[src/rtl/essential_bit_sequencer.sv]
// Essential-bit sequencer: takes one 16-bit essential-bit mask per transaction
// and emits the position of every set bit, MSB-first, one beat per accepted
// out_valid/out_ready handshake, to the bit-serial shift-add PE.
//
// Ports:
//   clk, reset           clock, synchronous active-high reset
//   in_valid/in_ready    upstream mask handshake (in_mask, in_tag)
//   out_valid/out_ready  downstream beat handshake
//   out_pos              bit position of the current beat (15..0)
//   out_last             final beat of the current mask
//   out_zero             mask was all-zero (single beat emitted)
//   out_tag              tag of the mask being sequenced
//   out_idx              0-based beat index within the mask
//   busy                 high while a mask is being sequenced
module essential_bit_sequencer #(
  parameter int unsigned TAG_W = 8
) (
  input  logic             clk,
  input  logic             reset,
  input  logic             in_valid,
  output logic             in_ready,
  input  logic [15:0]      in_mask,
  input  logic [TAG_W-1:0] in_tag,
  output logic             out_valid,
  input  logic             out_ready,
  output logic [3:0]       out_pos,
  output logic             out_last,
  output logic             out_zero,
  output logic [TAG_W-1:0] out_tag,
  output logic [4:0]       out_idx,
  output logic             busy
);

  localparam int unsigned MASK_W = 16;
  localparam int unsigned POS_W  = 4;
  localparam int unsigned IDX_W  = 5;

  typedef enum logic {
    IDLE = 1'b0,
    SCAN = 1'b1
  } state_e;

  state_e              state_q, state_d;
  logic [MASK_W-1:0]   wmask_q, wmask_d;
  logic [TAG_W-1:0]    tag_q, tag_d;
  logic [IDX_W-1:0]    idx_q, idx_d;
  logic                zero_q, zero_d;

  logic [POS_W-1:0]    pos_c;
  logic                onehot_c;
  logic                scan_c;
  logic                last_c;
  logic                load_c;
  logic                beat_c;

  // Highest set bit of the working mask; 0 when the mask is empty.
  always_comb begin
    pos_c = '0;
    for (int i = 0; i < int'(MASK_W); i++) begin
      if (wmask_q[i]) pos_c = POS_W'(i);
    end
  end

  // Exactly one bit left means this beat is the last one.
  assign onehot_c = (wmask_q != '0) &&
                    ((wmask_q & (wmask_q - MASK_W'(1))) == '0);

  assign scan_c = (state_q == SCAN);
  assign last_c = scan_c & (zero_q | onehot_c);
  assign beat_c = scan_c & out_ready;

  // Accept a new mask when idle or while the last beat is retiring.
  assign in_ready = ~scan_c | (beat_c & last_c);
  assign load_c   = in_valid & in_ready;

  // Outputs depend on registers only; gated so idle presents zeros.
  assign out_valid = scan_c;
  assign busy      = scan_c;
  assign out_pos   = pos_c;
  assign out_last  = last_c;
  assign out_zero  = scan_c & zero_q;
  assign out_tag   = scan_c ? tag_q : '0;
  assign out_idx   = scan_c ? idx_q : '0;

  // Next-state and datapath update.
  always_comb begin
    state_d = state_q;
    wmask_d = wmask_q;
    tag_d   = tag_q;
    idx_d   = idx_q;
    zero_d  = zero_q;
    if (load_c) begin
      state_d = SCAN;
      wmask_d = in_mask;
      tag_d   = in_tag;
      idx_d   = '0;
      zero_d  = (in_mask == '0);
    end else if (beat_c && !last_c) begin
      wmask_d = wmask_q & ~(MASK_W'(1) << pos_c);
      idx_d   = idx_q + IDX_W'(1);
    end else if (beat_c && last_c) begin
      state_d = IDLE;
      wmask_d = '0;
    end
  end

  // State and working registers.
  always_ff @(posedge clk) begin
    if (reset) begin
      state_q <= IDLE;
      wmask_q <= '0;
      tag_q   <= '0;
      idx_q   <= '0;
      zero_q  <= 1'b0;
    end else begin
      state_q <= state_d;
      wmask_q <= wmask_d;
      tag_q   <= tag_d;
      idx_q   <= idx_d;
      zero_q  <= zero_d;
    end
  end

endmodule

[config.mk]
export PLATFORM = sky130hd
export DESIGN_NAME = essential_bit_sequencer
export DESIGN_NICKNAME = d
export VERILOG_FILES = /design/src/rtl/essential_bit_sequencer.sv
export SDC_FILE = /design/constraint.sdc
export NUM_CORES = 1
export LEC_CHECK = 0
export CORE_ASPECT_RATIO = 0.7
export CORE_MARGIN = 5
export CORE_UTILIZATION = 40
export DETAILED_ROUTE_END_ITERATION = 7
export HOLD_SLACK_MARGIN = 0.1
export PLACE_DENSITY = 0.7
export RECOVER_POWER = 50
export SKIP_LAST_GASP = 1
export SYNTH_ARGS = -nofsm -noshare
export SYNTH_HDL_FRONTEND = slang
export SYNTH_SLANG_ARGS = --single-unit
export TNS_END_PERCENT = 50
[constraint.sdc]
create_clock -name clk -period 2.9 [get_ports clk]
set_input_delay 0.435 -clock clk [delete_from_list [all_inputs] [get_ports clk]]
set_output_delay 0.435 -clock clk [all_outputs]
set_load 0.005 [all_outputs]
==> impl_metrics.csv, run 1 <==
group,metric,value,unit
worst_hold_path,hold_class,"flop to flop",
layout,diodes,0,
routing,drc,0,
global_routing,grt_pass1_vias,2137,
pwr,p_leak,1.12,nW
global_routing,grt_usage,22.1,%
timing,worst_pin_slew,0.621,ns
timing,finClkSkew,0.00438,ns
layout,stdcell_count,383,
setup_path,worstSetupPathType,"flop to output port",
timing,slew_headroom,58.2,%
global_routing,grt_max_degree,24,
logic_synthesis,synthArstFlopShare,0,%
logic_synthesis,synth-seq-cells,31,
pwr,p_comb_share,37.7,%
cts,path_clk_slew,0.07,ns
global_routing,grt_first_pass_wirelength,10900,um
logic_synthesis,synth_commonest_cells,"31 x dfxtp_1, 20 x a21oi_1, 20 x o21ai_0, 16 x nor2_1",
logic_synthesis,syn_area,1900,sq um
logic_synthesis,synth_warnings,0,
pwr,power.share.switching,31.7,%
logic_synthesis,synthMuxAreaShare,0,%
cts,cts_tree,"done",
routing,wl,7050,um
placement,io_buffers,49,
floorplan,std_cell_rows,21,
timing,setup-tns-final,-0.645,ns
cts,cts_buffers,5,
timing,fmax,327,MHz
logic_synthesis,synthSimpleGateAreaFrac,25.3,%
pwr,seqPwrFrac,32.0,%
logic_synthesis,synth_xor_area_share,0,%
setup_path,crit_required,2.47,ns
setup_path,crit_fanout,6,
placement,gp_congestion,0.871,
routing,ant_nets,0,
cts,cts-root-buf,"clkbuf_8",
routing,avgRoutedWirePerCell,18.4,um
setup_path,worst_setup_path_end_kind,"output port",
floorplan,pin_count,50,
timing,finalHoldViolations,0,
logic_synthesis,seq_area_frac_synth,32.6,%
floorplan,die_area,6260,sq um
floorplan,fp.coreArea,4700,sq um
layout,area_delta_synth_final,55.8,%
cts,clk_latency,0.28,ns
timing,fin_crit_sh,106,%
layout,nets,354,
cts,cts_hold_buffers,0,
setup_path,start_kind,"flop",
pwr,power.share.clock,30.3,%
logic_synthesis,yosys.area.top_type,"dfxtp_1",
logic_synthesis,yosys-top-cells-area,"dfxtp_1 33%, a21oi_1 5.3%, o21ai_0 5.3%, and2_1 4.6%, o41ai_1 4.6%",
job,maxCapViolations,0,
cts,ctsLongestPathBuffers,2,
logic_synthesis,synth.avg_cell_area,7.86,sq um
logic_synthesis,yosys.area.top_type_share,32.6,%
cts,clock_sinks,31,
setup_path,critPathArrivalTime,2.63,ns
layout,drive_above_1_share,23.6,%
timing,slew_violations,0,
floorplan,floorplan.initialDensity,40.5,%
logic_synthesis,yosys.area_share.adder,1.71,%
pwr,net-switching-power,0.000472,W
timing,setup_viol,13,
status,status,"complete, but fails checks",
logic_synthesis,synth_edf_count,0,
pwr,vdd.ir_drop.worst,271,uV
pwr,power_per_cell_area,502,nW/um^2
logic_synthesis,synth_top_family_by_area,"compound AO/OA/AOI/OAI gates",
global_routing,antenna_found_initial,0,
timing,timing.final.ws_setup,-0.162,ns
status,violations,"negative setup slack",
logic_synthesis,synthCells,242,
timing,rsz0062_at_grt,"true",
placement,dp_hpwl,4590,um
logic_synthesis,synth_compound_area_share,32.9,%
logic_synthesis,synth_flop_cell,"dfxtp_1",
pwr,power.internal,0.00102,W
cts,cts-htree-levels,2,
routing,drt-initial-drc-count,354,
routing,first_pass_iters,5,
routing,avgViaCountPerCell,6.18,
floorplan,die_y,67.7,um
global_routing,grt_overflow_total,0,
timing,fin_crit,3.06,ns
logic_synthesis,synth_nets,271,
floorplan,die_w,92.4,um
logic_synthesis,synth_cell_types,47,
placement,dp.cells,361,
layout,num-fill-cells,406,
routing,num_vias,2368,
logic_synthesis,yosysMostFrequentCell,"dfxtp_1",
cell usage in the layout (no fill, tap or decap), types with 2 or more instances in the layout:
master / instances
buf_6: 3
maj3_1: 2
clkdlybuf4s50_1: 47
nor2_1: 16
dfxtp_2: 2
a21oi_2: 2
or2_2: 2
o41ai_1: 9
o31ai_1: 4
dfxtp_1: 29
and2_1: 14
a31oi_1: 3
o21ai_1: 4
a21oi_1: 19
clkbuf_8: 6
inv_1: 9
nand2b_1: 4
o211ai_1: 3
o311ai_0: 2
o21ai_0: 16
nor3_1: 9
or4_4: 5
nand3_1: 13
nand2_1: 10
buf_2: 2
nor4_1: 7
a22o_1: 9
buf_4: 40
o2bb2ai_1: 3
power groups by stage:
stage | Clock [W] | Combinational [W] | Sequential, W
finish | 0.000450 | 0.000561 | 0.000476
global route | 0.000471 | 0.000602 | 0.000479
CTS | 0.000446 | 0.000493 | 0.000474
detailed placement | 0 | 0.000446 | 0.000481
global placement | 0 | 0.000442 | 0.000480
floorplan | 0 | 0.000236 | 0.000483
metrics by stage:
stage          hold WS, ns  power, W  setup WS [ns]  util (%)  instance area [sq um]
2_1_floorplan        0.443  0.000720        0.00521         -                   1900
5_1_grt              0.489   0.00155         -0.210      63.0                   2960
4_1_cts              0.466   0.00141         -0.144      59.9                   2820
3_3_place_gp         0.450  0.000922         -0.131      55.4                   2600
3_5_place_dp         0.456  0.000927         -0.215      55.4                   2600
6_report             0.463   0.00149         -0.162      63.0                   2960
cell type report:
type / instances / area, sq um / share of cell area, %
multi-input cells: 182 / 1240 / 41.8
clock inverters: 2 / 35.0 / 1.18
inverters: 9 / 33.8 / 1.14
well taps: 57 / 71.3 / 2.41
repair buffers: 96 / 880 / 29.7
flip-flops and latches: 31 / 623 / 21.0
clock buffers: 6 / 82.6 / 2.79
metal layers:
metal	part of all wire [%]	track usage [%]
met3	9.7	5.46
met1	47	33.8
met4	0.89	3.70
met2	42	31.1
met5	0	0
state kept, by name (all words and copies together) (netlist names):
register,count
tag_q,8
wmask_q,16
busy,1
zero_q,1
idx_q,5
worst max-delay path, cell delays in order, from the launching register on:
cell     delay, ns
dfxtp_2       0.32
or4_4         0.59
or4_4         0.53
a31o_1        0.22
buf_6         0.12
o21a_4        0.22
o21ai_1       0.13
nand2_1       0.08
buf_2         0.13
path summary, 6_finish.rpt:
check	start	end	slack, ns	cells past startpoint
setup / recovery	wmask_q[4]	in_ready	-0.16	8
hold / removal	tag_q[1]	tag_q[1]	0.46	2
hold reg to reg	tag_q[1]	tag_q[1]	0.46	2
setup reg to reg	wmask_q[4]	wmask_q[12]	-0.11	9
logic make-up (layout without fill, tap and decap cells):
kind of cell / after synthesis / in the layout
compound gates: 90 / 90
simple gates: 89 / 89
flops: 31 / 31
buf+inv: 29 / 113
fa+ha+maj: 3 / 3
timing repair:
item,4_1_cts,5_1_grt
endpoints found under the hold margin,0,0
endpoints found under the setup margin,2,33
cloned,0,2
pin swaps,5,10
buffers inserted,7,6
resized for setup,18,18
(Power assumes the default switching activity.)
==> run 2, diff against run 1 <==
--- a/config.mk
+++ b/config.mk
@@ -5,14 +5,17 @@
 export SDC_FILE = /design/constraint.sdc
 export NUM_CORES = 1
 export LEC_CHECK = 0
+export ABC_CLOCK_PERIOD_IN_PS = 2900
 export CORE_ASPECT_RATIO = 0.7
 export CORE_MARGIN = 5
 export CORE_UTILIZATION = 40
 export DETAILED_ROUTE_END_ITERATION = 7
 export HOLD_SLACK_MARGIN = 0.1
+export MAX_ROUTING_LAYER = met4
 export PLACE_DENSITY = 0.7
 export RECOVER_POWER = 50
 export SKIP_LAST_GASP = 1
+export SLEW_MARGIN = 10
 export SYNTH_ARGS = -nofsm -noshare
 export SYNTH_HDL_FRONTEND = slang
 export SYNTH_SLANG_ARGS = --single-unit
==> run 2 against run 1 <==
Compared with the run above:
- the flow still finishes with violations (negative setup slack)
- design area decreased by 1.6%
- cell count fell by 0.78%
- worst setup slack better by 0.012 ns
- global-route usage up 0.66 points
- clock power fell by 1%
- maximum frequency grew 0.38%
- register-to-register slack improved by 0.09 ns
- routed wire length down 3.0%
- non-clock buffer count shrank 3
- flip-flop and latch count unchanged
- first-iteration DRC count down 28%
- via count decreased by 2.4%
==> impl_metrics.csv, run 2 (synthesis results as in run 1) <==
group,metric,value,unit
pwr,power.share.switching,31.8,%
setup_path,crit_required,2.47,ns
setup_path,critPathArrivalTime,2.62,ns
layout,area_delta_synth_final,53.3,%
floorplan,std_cell_rows,21,
placement,io_buffers,49,
setup_path,worstSetupPathType,"flop to output port",
routing,avgViaCountPerCell,6.08,
timing,fmax,328,MHz
timing,slew_headroom,58.6,%
layout,final_area,2920,sq um
job,maxCapViolations,0,
timing,rsz0062_at_grt,"true",
status,status,"complete, but fails checks",
cts,cts_tree,"done",
pwr,power.share.clock,30.5,%
timing,fin_crit,3.05,ns
floorplan,die_area,6260,sq um
placement,place_area,2600,sq um
routing,avgRoutedWirePerCell,18.0,um
setup_path,start_kind,"flop",
cts,path_clk_slew,0.07,ns
cts,cts_buffers,5,
floorplan,floorplan.initialDensity,40.5,%
cts,clk_latency,0.28,ns
pwr,seqPwrFrac,32.6,%
cts,ctsLongestPathBuffers,2,
global_routing,antenna_found_initial,0,
worst_hold_path,hp-start,"tag_q[1]",
routing,drc,0,
timing,fin_crit_sh,105,%
placement,dp_hpwl,4590,um
cts,cts_hold_buffers,0,
layout,regMostFlops,"wmask_q",
routing,first_pass_iters,6,
worst_hold_path,hold_class,"flop to flop",
pwr,power_per_cell_area,500,nW/um^2
status,violations,"negative setup slack",
routing,num_vias,2310,
setup_path,crit_fanout,6,
timing,worst_pin_slew,0.615,ns
pwr,power,0.00146,W
routing,drt-initial-drc-count,256,
layout,layout_common_cells,"41 x clkdlybuf4s50_1, 41 x buf_4, 29 x dfxtp_1",
pwr,power.internal,0.000996,W
pwr,net-switching-power,0.000463,W
setup_path,cp-startpoint,"wmask_q[4]",
global_routing,grt_usage,22.7,%
timing,holdWs,0.463,ns
floorplan,fp.coreArea,4700,sq um
layout,largest_reg_flops,16,
cts,cts-htree-levels,2,
timing,slew_violations,0,
routing,ant_nets,0,
timing,timing.final.ws_setup,-0.150,ns
setup_path,worst_setup_path_end_kind,"output port",
global_routing,grt_overflow_total,0,
pwr,vdd.ir_drop.worst,261,uV
timing,setup_viol,5,
global_routing,grt_pass1_vias,2128,
timing,finClkSkew,0.00343,ns
floorplan,die_w,92.4,um
layout,drive_above_1_share,22.9,%
cts,cts-root-buf,"clkbuf_8",
timing,finalHoldViolations,0,
layout,largestRegisters,"wmask_q x16, tag_q x8, idx_q x5",
layout,diodes,0,
pwr,p_comb_share,36.9,%
cts,clock_sinks,31,
global_routing,grt_max_degree,24,
placement,gp_congestion,0.885,
floorplan,pin_count,50,
layout,nets,351,
pwr,p_leak,1.12,nW
floorplan,die_y,67.7,um
routing,wl,6840,um
setup_path,timing.rr.start,"wmask_q[4]",
global_routing,grt_first_pass_wirelength,10900,um
-- run 2: changes by cell type in the layout (fill, tap and decap cells not counted), moves of 2 or more --
| cell | previous run | this run |
|---|---|---|
| clkdlybuf4s50_1 | 47 | 41 |
| dlygate4sd3_1 | 0 | 6 |
| and2_0 | 0 | 5 |
| and2_1 | 14 | 9 |
| buf_6 | 3 | 1 |
| o41ai_1 | 9 | 7 |
| o41ai_2 | 1 | 3 |
-- run 2: worst max-delay path, cell delays in order, from the launching register on --
cell and delay (ns):
dfxtp_2 0.32, or4_4 0.59, or4_4 0.53, a31o_1 0.21, buf_4 0.13, o21a_1 0.20, o21ai_1 0.13, nand2_1 0.08
buf_2 0.13
-- run 2: final timing paths --
path                                   end  slack [ns]  cells past startpoint
worst min register to register    tag_q[1]        0.46                      2
worst max-delay path              in_ready       -0.15                      8
worst max register to register  wmask_q[0]       -0.02                      9
worst min-delay path              tag_q[1]        0.46                      2
-- run 2: routing by layer --
metal,up-vias,global-route usage [%],part of all wire (%)
met2,127,31.1,42
met1,1077,33.9,47
met4,0,3.70,1.2
met5,-,-,0
met3,10,5.23,9.6
li1,1096,-,-
-- run 2: stage by stage --
| stage | setup TNS, ns | setup WS, ns | instances | util, % |
|---|---|---|---|---|
| 3_5_place_dp | -0.377 | -0.215 | 361 | 55.4 |
| 2_1_floorplan | 0 | 0.00521 | 242 | - |
| 4_1_cts | -1.70 | -0.144 | 375 | 59.9 |
| 5_1_grt | -1.64 | -0.223 | 380 | 62.0 |
| 6_report | -0.199 | -0.150 | 380 | 62.0 |
| 3_3_place_gp | -0.202 | -0.131 | 361 | 55.4 |
-- run 2: final cells by class --
class / instances / area (sq um)
fill: 407 / 1790
multi-input combinational: 182 / 1250
timing repair buffer: 93 / 825
sequential: 31 / 623
clock buffer: 6 / 82.6
tap: 57 / 71.3
clock inverter: 2 / 35.0
inverter: 9 / 33.8
-- run 2: what timing repair did --
item                                    in CTS  in global routing
resized for setup                           18                 15
pin swaps                                    5                 13
endpoints found under the setup margin       2                 33
buffers inserted                             7                  4
gates cloned                                 0                  1
-- run 2: power by group through the flow --
stage	Sequential [W]	Clock (W)	Combinational, W
CTS	0.000474	0.000446	0.000493
detailed placement	0.000481	0	0.000446
finish	0.000476	0.000445	0.000538
floorplan	0.000483	0	0.000236
global placement	0.000480	0	0.000442
global route	0.000479	0.000471	0.000579
